### src/rtl/segre_if_id_queue.sv
// rtl/segre_if_id_queue.sv - fetch-to-decode instruction queue with flush and NOP fill
module segre_if_id_queue #(
  parameter int                    DEPTH     = 4,
  parameter int                    WORD_SIZE = 32,
  parameter int                    ADDR_SIZE = 32,
  parameter logic [WORD_SIZE-1:0]  NOP_INSTR = 32'h00000013
) (
  input  logic                       clk_i,
  input  logic                       rsn_i,
  input  logic                       valid_if_i,
  input  logic [WORD_SIZE-1:0]       instr_i,
  input  logic [ADDR_SIZE-1:0]       pc_i,
  input  logic                       flush_i,
  input  logic                       stall_id_i,
  output logic                       full_o,
  output logic                       empty_o,
  output logic [$clog2(DEPTH):0]     count_o,
  output logic                       valid_id_o,
  output logic [WORD_SIZE-1:0]       instr_o,
  output logic [ADDR_SIZE-1:0]       pc_o
);

  localparam int PW = $clog2(DEPTH);
  localparam int CW = PW + 1;
  localparam logic [CW-1:0] FULL_CNT = CW'(DEPTH);

  logic [WORD_SIZE-1:0] instr_q [DEPTH];
  logic [ADDR_SIZE-1:0] pc_q    [DEPTH];
  logic [PW-1:0]        wr_ptr;
  logic [PW-1:0]        rd_ptr;
  logic [CW-1:0]        count;
  logic                 push;
  logic                 pop;

  // Status comes from the count register only; flush gates just the head outputs.
  assign full_o     = (count == FULL_CNT);
  assign empty_o    = (count == '0);
  assign count_o    = count;
  assign valid_id_o = !empty_o && !flush_i;
  assign instr_o    = valid_id_o ? instr_q[rd_ptr] : NOP_INSTR;
  assign pc_o       = valid_id_o ? pc_q[rd_ptr] : '0;

  assign push = valid_if_i && !full_o && !flush_i;
  assign pop  = valid_id_o && !stall_id_i;

  always_ff @(posedge clk_i or negedge rsn_i) begin
    if (!rsn_i) begin
      wr_ptr <= '0;
      rd_ptr <= '0;
      count  <= '0;
    end else if (flush_i) begin
      wr_ptr <= '0;
      rd_ptr <= '0;
      count  <= '0;
    end else begin
      if (push) wr_ptr <= wr_ptr + 1'b1;
      if (pop)  rd_ptr <= rd_ptr + 1'b1;
      case ({push, pop})
        2'b10:   count <= count + 1'b1;
        2'b01:   count <= count - 1'b1;
        default: count <= count;
      endcase
    end
  end

  // Storage is not reset; entries are only observable once the count covers them.
  always_ff @(posedge clk_i) begin
    if (push) begin
      instr_q[wr_ptr] <= instr_i;
      pc_q[wr_ptr]    <= pc_i;
    end
  end

  always_ff @(posedge clk_i) begin
    if (rsn_i) begin
      assert (count <= FULL_CNT);
      assert (PW'(wr_ptr - rd_ptr) == count[PW-1:0]);
    end
  end

endmodule

### config.mk
export PLATFORM = sky130hd
export DESIGN_NAME = segre_if_id_queue
export DESIGN_NICKNAME = d
export VERILOG_FILES = /design/src/rtl/segre_if_id_queue.sv
export SDC_FILE = /design/constraint.sdc
export NUM_CORES = 1
export LEC_CHECK = 0
export CAP_MARGIN = 20
export CORE_UTILIZATION = 49
export CTS_CLUSTER_SIZE = 40
export DETAILED_ROUTE_END_ITERATION = 10
export GPL_TIMING_DRIVEN = 0
export PLACE_DENSITY = 0.75
export REMOVE_ABC_BUFFERS = 1
export SYNTH_ARGS = -nofsm -noshare
export SYNTH_HDL_FRONTEND = slang
export SYNTH_SLANG_ARGS = --single-unit
### constraint.sdc
create_clock -name clk_i -period 3 [get_ports clk_i]
set_input_delay 0.45 -clock clk_i [delete_from_list [all_inputs] [get_ports clk_i]]
set_output_delay 0.45 -clock clk_i [all_outputs]
set_load 0.005 [all_outputs]
### After elaboration in Yosys (flattened, before gate mapping)

Memory sizes are Yosys's and may differ from the RTL's.
Cells that the tools add are included.

| word-level totals | value |
|---|---|
| bits in registers | 7 |
| latch bits | 0 |
| RAM bits | 256 |
| bits in read-only memories | 0 |
| bits of input ports | 69 |
| output and inout bits | 70 |
| word-level logic and storage cells | 34 |
| memories kept | 2 |

| cells by class | value |
|---|---|
| add/sub/neg operators | 4 |
| multiply operators | 0 |
| div/mod/pow operators | 0 |
| magnitude comparators | 0 |
| equal/unequal tests | 3 |
| shifts and indexed selects | 0 |
| mux-type cells | 10 |
| bitwise operators | 0 |
| reductions and logical operators | 12 |

Memory list:

| memory | depth | bits a word | rd ports | clocked after memory_dff | write ports | RTL line | text |
|---|---|---|---|---|---|---|---|
| instr_q | 4 | 32 | 1 | 0 | 1 | 27 | `logic [WORD_SIZE-1:0] instr_q [DEPTH];` |
| pc_q | 4 | 32 | 1 | 0 | 1 | 28 | `logic [ADDR_SIZE-1:0] pc_q [DEPTH];` |

Operators with widths:

| cell | number |
|---|---|
| $mux 32 | 2 |
| $mux 2 | 4 |
| $pmux 3 s2 | 1 |
| $add 2x1->2 const B | 2 |
| $logic_and 1x1->1 | 4 |
| $logic_not 1->1 | 4 |
| $reduce_bool 2->1 | 2 |
| $add 3x1->3 const B | 1 |
| $eq 3x3->1 const B | 1 |
| $logic_not 3->1 | 1 |
| $mux 3 | 1 |
| $reduce_bool 3->1 | 1 |
| $sub 3x1->3 const B | 1 |
| $eq 2x1->1 const B | 1 |
| $eq 2x2->1 const B | 1 |
| $mux 1 | 2 |

### Logic depth before layout (Yosys ltp)

| logic depth | value |
|---|---|
| word-level depth | 7 |
| gate-level depth with buffers | 9 |
| depth with buffers taken out | 8 |

### Least setup slack after synthesis

Ideal clock, no wire load.

| path | value |
|---|---|
| path kind | reg-to-reg |
| start point | register count[2], in the netlist count_o[2] |
| end point | memory instr_q[2][0] (enable) |
| setup time | 0.429 ns |
| data arrival time | 2.671 ns |
| required time | 2.571 ns |
| path slack | -0.100 ns |
| stages on the path, launching flop included | 6 |
| buffers on the path | 1 |
| clock period less this slack | 3.100 ns |
| path through | dfrtp_1 buf_2 or3b_1 inv_1 nor3b_1 and2_1 |

| between the ends | value |
|---|---|
| cells in the longest elaborated chain, start to end | 6 |

Ends and longest elaborated chain:

| what | RTL line | text |
|---|---|---|
| start: declaration | 31 | `logic [CW-1:0] count;` |
| start signal: assignment | 59 | `2'b10: count <= count + 1'b1;` |
| start signal: assignment | 60 | `2'b01: count <= count - 1'b1;` |
| start signal: assignment | 61 | `default: count <= count;` |
| $eq 3x3->1 | 36 | `assign full_o = (count == FULL_CNT);` |
| via full_o | 15 | `output logic full_o,` |
| $logic_not 1->1 | 43 | `assign push = valid_if_i && !full_o && !flush_i;` |
| $logic_and 1x1->1 (2 in a row) | 43 |  |
| $mux 1 | 68 | `if (push) begin` |
| $mux 1 (implied by the code) | 69 | `instr_q[wr_ptr] <= instr_i;` |
| end: declaration | 27 |  |

The timed path passes the listed nets, and every way through them passes these cells.

### Final worst setup path

| path | value |
|---|---|
| start point | register rd_ptr[0] |
| end point | output pc_o[12] |

| between the ends | value |
|---|---|
| cells in the longest elaborated chain, start to end | 2 |

Ends and longest elaborated chain:

| what | RTL line | text |
|---|---|---|
| start: declaration | 30 | `logic [PW-1:0] rd_ptr;` |
| start signal: assignment | 57 | `if (pop) rd_ptr <= rd_ptr + 1'b1;` |
| $mem_v2 4x32 | n/a |  |
| $mux 32 | 41 | `assign pc_o = valid_id_o ? pc_q[rd_ptr] : '0;` |
| end: declaration | 20 | `output logic [ADDR_SIZE-1:0] pc_o` |

No other way between the ends.

==> results.md <==
- The flow ran to the end, and the final reports show no timing, DRC or antenna violations.
- The ratio of final minimum period to clock period is 0.978.
- The leading cell type in the layout, fill and taps excluded is sky130_fd_sc_hd__edfxtp_1.
- Once detail routing completed, the nets flagged for antenna violations numbered 0.
- In this run the critical register-to-register path is launched from count_o[0]$_DFFE_PN0P_.
- The initial utilization of the core area, before any placement, comes to 0.503.
- The CTS sink count is 263.
- The leading register cell type out of synthesis is sky130_fd_sc_hd__edfxtp_1.
- From left edge to right edge, the die measures 147 um.
- Setup repair after global routing could not meet its margin everywhere.
- The area growth from synthesis to layout is 28.0%.
- The tree is rooted in a sky130_fd_sc_hd__clkbuf_16.
- The iteration count of the initial detailed-routing pass is 4.
- The worst slew margin relative to its limit is 0.488.
- TritonCTS built the clock tree.
- Along the worst path, the maximum fanout reaches 18.
- The capturing element type of the critical path is an output port.
- The number of filler instances in the final layout is 1364.
- The clock latency at the later pin of the worst-skew pair is 520 ps.
- In this run the static leakage power is 4.25 nW.
- The number of flops mapped to enable cells by yosys is 256.
- After technology mapping, the gate count stands at 475.
- The clock arrives with 7.51 ps of skew.
- Power spread over the standard cell area amounts to 673 nW/um^2.
- The first routing iteration left 265 violations.
- The detailed placer's ending HPWL is 10800 um.
- Entering global routing, the biggest net connects 56 pins.
- The ratio of cells with drive above 1 in the final layout is 0.217.
- The first-pass GRT wire length is 31100 um.
- Setup violations remaining at the end of the flow were counted as 0.
- At the pin with the least slew margin, the transition time is 767 ps.
- Dividing the detail-routed via count by the number of cells gives 5.53.
- In the routed design, unresolved DRC markers number 0.
- The number of synthesized register bits is 263.
- Of the synthesized area, sequential elements account for 0.767.
- Counting the buffers created by CTS gives 27.
- The floorplan step defined a die boundary enclosing 21500 um^2.
- Clock-pin slew was measured on the worst setup and hold paths at 60 ps.
- The worst setup slack before clock tree synthesis is -317 ps.
- The via count of the first global-routing pass was 5498.
- Port buffering added 138 buffers.
- The I/O pin count is 139.
- The final antenna diode count is 0.
- The post-synthesis average cell area is 21.6 um^2.
- The total count of hold-check failures in the final report came to 0.
- The post-detailed-routing wire length is 20000 um.
- The worst register-to-register path has a setup slack of 360 ps.
- Derived from the worst setup path, the maximum achievable clock frequency is 0.341 GHz.
- The leftover overflow at the end of global routing is 0.
- Summing all multi-input logic gate instances after layout gives 2250 um^2.
- Dividing the detail-routed wire length by the instance count gives 21.4 um.
- The critical path is of the reg -> out type.
- The number of max-cap violations is 0.
- The clock tree buffer depth is 3.
- The number of synthesis warnings is 0.
- The worst hold path belongs to the class in -> async.
- The mapped netlist covers 10200 um^2.
- The number of cell rows is 52.
- Registers take 7870 um^2.
- Final hold analysis gives a worst-case slack of 226 ps.
- Across every metal layer, demand over resource in global routing totals 0.191.
- STA puts the critical path data arrival time at 2480 ps.
- In this run, distinct cell masters in the synthesized netlist total 41.
- Routability-driven placement finished with a final weighted congestion of 0.728.
- In the post-route analysis, the smallest setup slack over all paths is 67.2 ps.
- STA classifies the critical path startpoint as a flip-flop.
- The via count of the routed design is 5175.
- The final net count is 719.
- The worst endpoint required time is 2550 ps.
- The shortest clock period the worst path allows after layout is 2930 ps.
- The path depth of the worst reg2reg path is 8.
- The library cells used most frequently in the layout, excluding fill and tap cells, are sky130_fd_sc_hd__edfxtp_1, sky130_fd_sc_hd__clkdlybuf4s50_1, sky130_fd_sc_hd__mux4_2.
- The count of final max-slew check failures was 0.
- The number of antenna violations at the first check in global routing was 1.
- The async set-reset flop share out of synthesis is 0.0266.
- The maximum ir drop on the vdd rail is 0.478 mV.
- The capture instance of the worst register-to-register path is count_o[1]$_DFFE_PN0P_.
- The region available for standard cell placement spans 20400 um^2.
- The H-tree depth is 1.
- In this run the vertical extent of the chip is 147 um.
## Yosys cell counts, drive strengths merged (4+ instances only)
cell type / n / area, um^2
nand2: 5 / 21.3
inv: 5 / 18.8
clkbuf: 16 / 61.3
a21oi: 5 / 25.0
mux4: 64 / 1440
and2: 65 / 407
nor2: 4 / 17.5
or3: 4 / 25.0
dfrtp: 7 / 175
buf: 11 / 82.6
ha: 4 / 50.1
edfxtp: 256 / 7690
## how the worst max path moves through the flow
stage / start / end / slack, ps / cells after the start
after global routing: rd_ptr[0]$_DFFE_PN0P_ / instr_o[3] / -30 / 4
after detailed placement: flush_i / pc_o[14] / -320 / 5
after global placement: rd_ptr[0]$_DFFE_PN0P_ / instr_o[0] / -2570 / 3
after floorplan: rd_ptr[0]$_DFFE_PN0P_ / instr_o[0] / -1000 / 2
final: rd_ptr[0]$_DFFE_PN0P_ / pc_o[12] / 70 / 4
after CTS: rd_ptr[0]$_DFFE_PN0P_ / instr_o[1] / 1 / 4
## critical path: stages, from the launching register on
cell and delay [ps]:
sky130_fd_sc_hd__dfrtp_4 480, sky130_fd_sc_hd__bufbuf_16 350, sky130_fd_sc_hd__mux4_2 500, sky130_fd_sc_hd__and2_1 180, sky130_fd_sc_hd__clkdlybuf4s50_1 440
## final cells by class
type	count	area share
flip-flops and latches	263	0.600
clock buffers	32	0.0530
multi-input cells	181	0.171
well taps	270	0.0258
repair buffers	167	0.139
inverters	5	0.00143
clock inverters	17	0.00878
## metrics by stage
stage          cells   util  cell area (um^2)  TNS (ps)  power, mW
2_1_floorplan    448      -             10100    -67080       5.03
3_3_place_gp     856  0.581             11800   -593130       5.68
3_5_place_dp     863  0.591             12000    -11460       5.71
4_1_cts          919  0.637             13000         0       8.84
5_1_grt          935  0.644             13100      -132       9.19
6_report         935  0.644             13100         0       8.83
## power by group
| group | internal (mW) | leakage [nW] | switching, mW |
|---|---|---|---|
| sequential | 4.20 | 2.41 | 0.0707 |
| combinational | 0.901 | 1.44 | 0.615 |
| clock | 1.74 | 0.393 | 1.31 |
## metal layers
metal  GRT usage  up-vias  part of all wire
met3      0.0334       34             0.044
li1            -     2272                 -
met2       0.315      165              0.50
met5           0        -                 0
met1       0.265     2704              0.43
met4      0.0500        0             0.022
## logic make-up (layout without fill, tap and decap cells)
| family | Yosys count | count (layout) | synth area share |
|---|---|---|---|
| buffers and inverters | 32 | 221 | 0.0159 |
| AO/OA/AOI/OAI | 13 | 13 | 0.00855 |
| AND/OR/NAND/NOR | 95 | 96 | 0.0581 |
| multiplexers | 65 | 65 | 0.142 |
| XOR/XNOR | 2 | 2 | 0.00171 |
| flip-flops | 263 | 263 | 0.767 |
| adder cells (fa/ha/maj) | 5 | 5 | 0.00684 |
## flip-flops by register name (all words and copies together) (netlist names)
register	count
rd_ptr	2
instr_q	128
wr_ptr	2
pc_q	128
count_o	3
## what timing repair did
item                                    CTS  global route
resized for setup                         1             5
setup buffers                             4            16
hold endpoints to repair                  0             0
endpoints found under the setup margin   65            64
pin swaps                                 1             1
hold buffers                              0             0
gates cloned                              3             0
Note: power is estimated with default switching activity, not from simulation.
